### config.mk
export PLATFORM = sky130hd
export DESIGN_NAME = pattern_sweep_capture_flat
export DESIGN_NICKNAME = d
export VERILOG_FILES = /design/src/rtl/pattern_sweep_capture_if.sv /design/src/rtl/pattern_sweep_capture.sv /design/src/flat_wrapper.sv
export SDC_FILE = /design/constraint.sdc
export NUM_CORES = 1
export LEC_CHECK = 0
export CELL_PAD_IN_SITES_DETAIL_PLACEMENT = 1
export CELL_PAD_IN_SITES_GLOBAL_PLACEMENT = 1
export CORE_ASPECT_RATIO = 1.5
export CORE_MARGIN = 2
export CORE_UTILIZATION = 41
export DETAILED_ROUTE_END_ITERATION = 10
export PLACE_DENSITY_LB_ADDON = 0.1
export SLEW_MARGIN = 20
export SYNTH_ARGS = -nofsm -noshare
export SYNTH_HDL_FRONTEND = slang
export SYNTH_SLANG_ARGS = --single-unit
### constraint.sdc
create_clock -name CK -period 2.2 [get_ports CK]
set_input_delay 0.44 -clock CK [delete_from_list [all_inputs] [get_ports CK]]
set_output_delay 0.44 -clock CK [all_outputs]
set_load 0.05 [all_outputs]
### src/rtl/pattern_sweep_capture_if.sv
// Record stream between pattern_sweep_capture and a response logger.
// One record = (pattern, response bit), transferred on rd_valid && rd_ready.
interface pattern_sweep_capture_if #(
    parameter int N_WIDTH = 3
);
    logic               rd_valid;
    logic [N_WIDTH-1:0] rd_pattern;
    logic               rd_bit;
    logic               rd_ready;

    // Capture stage produces records
    modport master (
        output rd_valid,
        output rd_pattern,
        output rd_bit,
        input  rd_ready
    );

    // Logger consumes records
    modport slave (
        input  rd_valid,
        input  rd_pattern,
        input  rd_bit,
        output rd_ready
    );
endinterface

### src/rtl/pattern_sweep_capture.sv
// pattern_sweep_capture: drives an exhaustive ascending sweep onto a small
// combinational DUT, samples its single-bit output per pattern, builds the
// response vector and a MISR signature, and streams (pattern, bit) records.
// Optional feature macro: GOLDEN_COMPARE_EN (golden_vec input, mismatch and
// mismatch_count outputs).
module pattern_sweep_capture #(
    parameter int                   N_WIDTH       = 3,
    parameter int                   SETTLE_CYCLES = 1,
    parameter int                   SIG_WIDTH     = 16,
    parameter logic [SIG_WIDTH-1:0] POLY          = 16'h1021
) (
    input  logic                      CK,
    input  logic                      reset,
    input  logic                      start,
    output logic [0:N_WIDTH-1]        pattern_out,
    input  logic                      dut_out,
    output logic                      busy,
    output logic                      done,
    output logic [2**N_WIDTH-1:0]     resp_vec,
    output logic [SIG_WIDTH-1:0]      signature,
`ifdef GOLDEN_COMPARE_EN
    input  logic [2**N_WIDTH-1:0]     golden_vec,
    output logic                      mismatch,
    output logic [N_WIDTH:0]          mismatch_count,
`endif
    pattern_sweep_capture_if.master   rec
);

    localparam int              NUM_PAT     = 2**N_WIDTH;
    localparam int              IDX_W       = N_WIDTH + 1;
    // idx is one bit wider than a pattern so the terminal compare never wraps
    localparam logic [IDX_W-1:0] LAST_IDX   = IDX_W'(NUM_PAT - 1);
    localparam logic [3:0]      SETTLE_LAST = (SETTLE_CYCLES > 0) ? 4'(SETTLE_CYCLES - 1) : 4'd0;

    typedef enum logic [2:0] {
        S_IDLE,
        S_DRIVE,
        S_SETTLE,
        S_SAMPLE,
        S_EMIT,
        S_DONE
    } state_t;

    state_t                 state_reg;
    state_t                 state_next;

    logic [IDX_W-1:0]       idx_reg;
    logic [IDX_W-1:0]       idx_next;
    logic [N_WIDTH-1:0]     pattern_reg;
    logic [3:0]             settle_cnt_reg;
    logic [NUM_PAT-1:0]     resp_reg;
    logic [NUM_PAT-1:0]     sample_hit;
    logic [SIG_WIDTH-1:0]   sig_reg;
    logic [SIG_WIDTH-1:0]   sig_next;
    logic [N_WIDTH-1:0]     rd_pattern_reg;
    logic                   rd_bit_reg;

    logic                   load_first;
    logic                   advance;
    logic                   sample_en;

    // State register
    always_ff @(posedge CK) begin
        if (reset) begin
            state_reg <= S_IDLE;
        end else begin
            state_reg <= state_next;
        end
    end

    // Next-state decode and control strobes
    always_comb begin
        state_next = state_reg;
        load_first = 1'b0;
        advance    = 1'b0;
        sample_en  = 1'b0;
        busy       = 1'b0;
        done       = 1'b0;
        unique case (state_reg)
            S_IDLE: begin
                if (start) begin
                    state_next = S_DRIVE;
                    load_first = 1'b1;
                end
            end
            S_DRIVE: begin
                busy       = 1'b1;
                state_next = (SETTLE_CYCLES > 0) ? S_SETTLE : S_SAMPLE;
            end
            S_SETTLE: begin
                busy = 1'b1;
                if (settle_cnt_reg == SETTLE_LAST) begin
                    state_next = S_SAMPLE;
                end
            end
            S_SAMPLE: begin
                busy       = 1'b1;
                sample_en  = 1'b1;
                state_next = S_EMIT;
            end
            S_EMIT: begin
                busy = 1'b1;
                if (rec.rd_ready) begin
                    if (idx_reg == LAST_IDX) begin
                        state_next = S_DONE;
                    end else begin
                        state_next = S_DRIVE;
                        advance    = 1'b1;
                    end
                end
            end
            S_DONE: begin
                done = 1'b1;
                if (start) begin
                    state_next = S_DRIVE;
                    load_first = 1'b1;
                end
            end
            default: begin
                state_next = S_IDLE;
            end
        endcase
    end

    assign idx_next = idx_reg + IDX_W'(1);

    // MISR: shift left, fold in the polynomial when the MSB falls out, xor the new bit
    assign sig_next = {sig_reg[SIG_WIDTH-2:0], 1'b0}
                    ^ (sig_reg[SIG_WIDTH-1] ? POLY : '0)
                    ^ {{(SIG_WIDTH-1){1'b0}}, dut_out};

    // One-hot write strobe into the response vector for the pattern being sampled
    generate
        for (genvar gi = 0; gi < NUM_PAT; gi++) begin : g_hit
            assign sample_hit[gi] = sample_en && (idx_reg == IDX_W'(gi));
        end
    endgenerate

    // Sweep index, driven pattern and settle timer
    always_ff @(posedge CK) begin
        if (reset) begin
            idx_reg        <= '0;
            pattern_reg    <= '0;
            settle_cnt_reg <= '0;
        end else begin
            if (load_first) begin
                idx_reg     <= '0;
                pattern_reg <= '0;
            end else if (advance) begin
                idx_reg     <= idx_next;
                pattern_reg <= idx_next[N_WIDTH-1:0];
            end
            if (state_reg == S_SETTLE) begin
                settle_cnt_reg <= settle_cnt_reg + 4'd1;
            end else begin
                settle_cnt_reg <= '0;
            end
        end
    end

    // Response capture: vector, signature and the outgoing record
    always_ff @(posedge CK) begin
        if (reset) begin
            resp_reg       <= '0;
            sig_reg        <= '0;
            rd_pattern_reg <= '0;
            rd_bit_reg     <= 1'b0;
        end else if (load_first) begin
            resp_reg <= '0;
            sig_reg  <= '0;
        end else if (sample_en) begin
            resp_reg       <= (resp_reg & ~sample_hit) | (sample_hit & {NUM_PAT{dut_out}});
            sig_reg        <= sig_next;
            rd_pattern_reg <= idx_reg[N_WIDTH-1:0];
            rd_bit_reg     <= dut_out;
        end
    end

`ifdef GOLDEN_COMPARE_EN
    logic [NUM_PAT-1:0] golden_reg;
    logic               mismatch_reg;
    logic [N_WIDTH:0]   mm_count_reg;

    // Golden comparison: reference latched at start, sticky flag plus counter
    always_ff @(posedge CK) begin
        if (reset) begin
            golden_reg   <= '0;
            mismatch_reg <= 1'b0;
            mm_count_reg <= '0;
        end else if (load_first) begin
            golden_reg   <= golden_vec;
            mismatch_reg <= 1'b0;
            mm_count_reg <= '0;
        end else if (sample_en && (dut_out != golden_reg[idx_reg[N_WIDTH-1:0]])) begin
            mismatch_reg <= 1'b1;
            mm_count_reg <= mm_count_reg + (N_WIDTH+1)'(1);
        end
    end

    assign mismatch       = mismatch_reg;
    assign mismatch_count = mm_count_reg;
`endif

    assign pattern_out    = pattern_reg;
    assign resp_vec       = resp_reg;
    assign signature      = sig_reg;
    assign rec.rd_valid   = (state_reg == S_EMIT);
    assign rec.rd_pattern = rd_pattern_reg;
    assign rec.rd_bit     = rd_bit_reg;

endmodule

### src/flat_wrapper.sv
// flat-port wrapper written by rule: the top's interface ports become plain ports
module pattern_sweep_capture_flat 
#(
    parameter int                   N_WIDTH       = 3,
    parameter int                   SETTLE_CYCLES = 1,
    parameter int                   SIG_WIDTH     = 16,
    parameter logic [SIG_WIDTH-1:0] POLY          = 16'h1021
)
  (CK, reset, start, pattern_out, dut_out, busy, done, resp_vec, signature, rec_rd_valid, rec_rd_pattern, rec_rd_bit, rec_rd_ready);
  pattern_sweep_capture_if #(.N_WIDTH(N_WIDTH)) rec_i ();
  input  logic CK;
  input  logic reset;
  input  logic start;
  output logic [0:N_WIDTH-1] pattern_out;
  input  logic dut_out;
  output logic busy;
  output logic done;
  output logic [2**N_WIDTH-1:0] resp_vec;
  output logic [SIG_WIDTH-1:0] signature;
  output wire logic [$bits(rec_i.rd_valid)-1:0] rec_rd_valid;
  output wire logic [$bits(rec_i.rd_pattern)-1:0] rec_rd_pattern;
  output wire logic [$bits(rec_i.rd_bit)-1:0] rec_rd_bit;
  input wire logic [$bits(rec_i.rd_ready)-1:0] rec_rd_ready;
  assign rec_rd_valid = rec_i.rd_valid;
  assign rec_rd_pattern = rec_i.rd_pattern;
  assign rec_rd_bit = rec_i.rd_bit;
  assign rec_i.rd_ready = rec_rd_ready;
  pattern_sweep_capture #(.N_WIDTH(N_WIDTH), .SETTLE_CYCLES(SETTLE_CYCLES), .SIG_WIDTH(SIG_WIDTH), .POLY(POLY)) u_core (.CK(CK), .reset(reset), .start(start), .pattern_out(pattern_out), .dut_out(dut_out), .busy(busy), .done(done), .resp_vec(resp_vec), .signature(signature), .rec(rec_i));
endmodule
==> reports/results.txt <==
Routed vias -> 1456
Final setup violation count -> 0
Critical R2R Launch -> u_core.state_reg[1]$_SDFFE_PP0P_
Full die area -> 5168 um2
# nets final -> 245
Fin crit period -> 2.042 ns
Antenna Nets Post-Route -> 0
Vias per cell -> 5.145
Flop2flop setup slack -> 0.47 ns
Placed cells -> 275
Pins Over Slew Limit -> 0
Sum Neg Setup Slack -> 0 ns
Vias in the first global route -> 1472
CP endpoint -> signature[15]
FMAX -> 0.4897 GHz
DP HPWL -> 3025 um
CTS Buffer Depth -> 2
Layout area overhead -> 22.83%
Min Hold Slack -> 0.4690 ns
Layout Cells excl Fill -> 283
Die H -> 87.06 um
IO Port Bufs -> 38
Clk_skew -> 0.003832 ns
Pre-CTS WS -> 0.4641 ns
Max_cap viols -> 0
Synth Net Count -> 224
Initial antenna violation count -> 0
Worst-Skew Late Latency -> 0.29 ns
Relative slew margins -> 64.51%
Depth of the CTS H-tree -> 2
Total setup buffers inserted after CTS -> 0
Leak -> 0.8470 nW
CTS Sinks -> 39
CP top delay family -> buffers and inverters
Sequential element share of the synthesized area -> 41.41%
Initial Utilization -> 42.21%
Root Buffer -> clkbuf_8
CP Buf/Inv Count -> 1
Worst Tran Pin Value -> 0.5306 ns
Yosys warns -> 0
Clk slew on worst S/H paths -> 0.08 ns
Ant. Diodes -> 0
Pwr Density -> 953.6 nW/um2
Final hold viol count -> 0
Share of layout cells above drive strength 1 -> 13.19%
RSZ-0062 raised after global routing -> no
CP required -> 1.76 ns
Total length of routed wires -> 4052 um
CTS Hold Bufs -> 0
Critical path's slowest cell -> clkdlybuf4s50_1
CTS buffer count -> 5
Tcrit/Tclk final -> 92.83%
Start point of the critical path -> u_core.signature[15]$_SDFFE_PP0N_
Die Span X -> 59.37 um
Peak per-stage delay on the critical path -> 0.85 ns
Core box area -> 4467 um2
Grt ovf -> 0
Critical Path AT -> 1.60 ns
Drt wl/cell -> 14.32 um
WS Path Type -> register to primary output
Pre-antenna DRT Iters -> 4
Cells after Synth -> 213
CTS tree -> built
CP Cell Sequence -> clkdlybuf4s50_1
Most frequent cells in the layout -> dfxtp_1 (39), nand2_1 (36), clkdlybuf4s50_1 (35)
Crit start category -> register
Reg2Reg Depth -> 4
Drt initial violations -> 40
Commonest non-fill, non-tap cell in the layout -> dfxtp_1
WP depth -> 1
Fin worst setup slack -> 0.1578 ns
Worst setup EP type -> primary output
First-pass GRT wire length -> 6789 um
Yosys cell types -> 32
GRT Overall Usage -> 17.36%
Status -> finished clean
Register bit total from synthesis -> 39
Worst min path class -> register to register
Routability Congestion -> 0.7541
FP Rows -> 30
Peak VDD IR -> 572.3 uV
Largest net degree at the start of global routing -> 29
Avg Synthesized Cell Area -> 8.852 um2
IO Pins -> 39
Post-Syn Area -> 1886 um2
Resize count post-CTS -> 0
Crit Path Max Fanout -> 5
DRC -> 0
-- synthesized netlist by cell type --
cell	number	share of area (%)
o21ai_0	1	0.27
xor2_1	2	0.93
or2_1	1	0.33
nor2_1	23	4.6
a21oi_2	10	4.6
o211a_1	1	0.53
buf_4	17	6.8
nand2_1	36	7.2
buf_1	1	0.20
ha_1	6	4.0
nand4b_1	1	0.46
nor2_2	1	0.33
nor4bb_1	1	0.53
mux2i_1	10	5.3
a311oi_2	1	0.80
buf_2	3	0.80
a211oi_1	4	1.6
nand3_1	7	1.9
nand2b_1	1	0.33
a21o_1	1	0.40
buf_6	5	3.0
inv_1	7	1.4
or3b_4	1	0.60
and3_1	2	0.66
a21oi_1	10	2.7
dfxtp_1	39	41
nor3_1	2	0.53
clkbuf_1	4	0.80
o21ba_2	1	0.53
nand3b_1	6	2.4
nor3b_4	1	1.0
xnor2_1	7	3.3
-- worst min-delay path by stage --
stage | from | end | depth (start not counted) | slack, ns
6_report | u_core.rec.rd_pattern[0]$_SDFFE_PP0P_ | u_core.rec.rd_pattern[0]$_SDFFE_PP0P_ | 2 | 0.47
5_1_grt | u_core.rec.rd_pattern[2]$_SDFFE_PP0P_ | u_core.rec.rd_pattern[2]$_SDFFE_PP0P_ | 2 | 0.49
4_1_cts | u_core.rec.rd_pattern[0]$_SDFFE_PP0P_ | u_core.rec.rd_pattern[0]$_SDFFE_PP0P_ | 2 | 0.47
3_5_place_dp | u_core.rec.rd_pattern[0]$_SDFFE_PP0P_ | u_core.rec.rd_pattern[0]$_SDFFE_PP0P_ | 2 | 0.46
3_3_place_gp | u_core.settle_cnt_reg[0]$_SDFF_PP0_ | u_core.settle_cnt_reg[0]$_SDFF_PP0_ | 1 | 0.44
2_1_floorplan | u_core.settle_cnt_reg[0]$_SDFF_PP0_ | u_core.settle_cnt_reg[0]$_SDFF_PP0_ | 1 | 0.43
-- per-layer routing --
metal | up-vias | share of wire [%] | GRT usage (%)
li1 | 718 | - | -
met1 | 699 | 41 | 19.61
met2 | 33 | 53 | 30.37
met3 | 6 | 3.6 | 4.160
met4 | 0 | 1.8 | 7.025
met5 | - | 0 | 0
-- power by group --
| group | internal, mW | switching (mW) |
|---|---|---|
| logic | 0.280 | 0.389 |
| registers | 0.745 | 0.0874 |
| clock network | 0.453 | 0.254 |
| total | 1.48 | 0.731 |
-- through the flow --
step / power, mW / utilization [%] / area, um2
after global placement: 1.505 / 48.88 / 2183
final: 2.209 / 51.85 / 2316
after floorplan: 1.358 / - / 1886
after CTS: 2.237 / 51.85 / 2316
after global routing: 2.322 / 51.85 / 2316
after detailed placement: 1.527 / 48.88 / 2183
-- logic make-up (layout without fill, tap and decap cells) --
| kind of cell | Yosys count | count (layout) | share of synthesized area, % |
|---|---|---|---|
| adder cells (fa/ha/maj) | 6 | 6 | 3.981 |
| multiplexers | 10 | 10 | 5.309 |
| buffers and inverters | 37 | 59 | 12.94 |
| AO/OA/AOI/OAI | 29 | 29 | 11.41 |
| flip-flops | 39 | 39 | 41.41 |
| AND/OR/NAND/NOR | 83 | 83 | 20.77 |
| XOR/XNOR | 9 | 9 | 4.181 |
-- cell type report --
type	instances	area, um2
fillers	526	2151
clock inverters	2	60.06
well taps	48	60.06
flip-flops and latches	39	780.7
repair buffers	44	455.4
inverters	7	26.28
multi-input cells	137	860.8
clock buffers	6	72.57
Note: power is estimated with default switching activity, not from simulation.
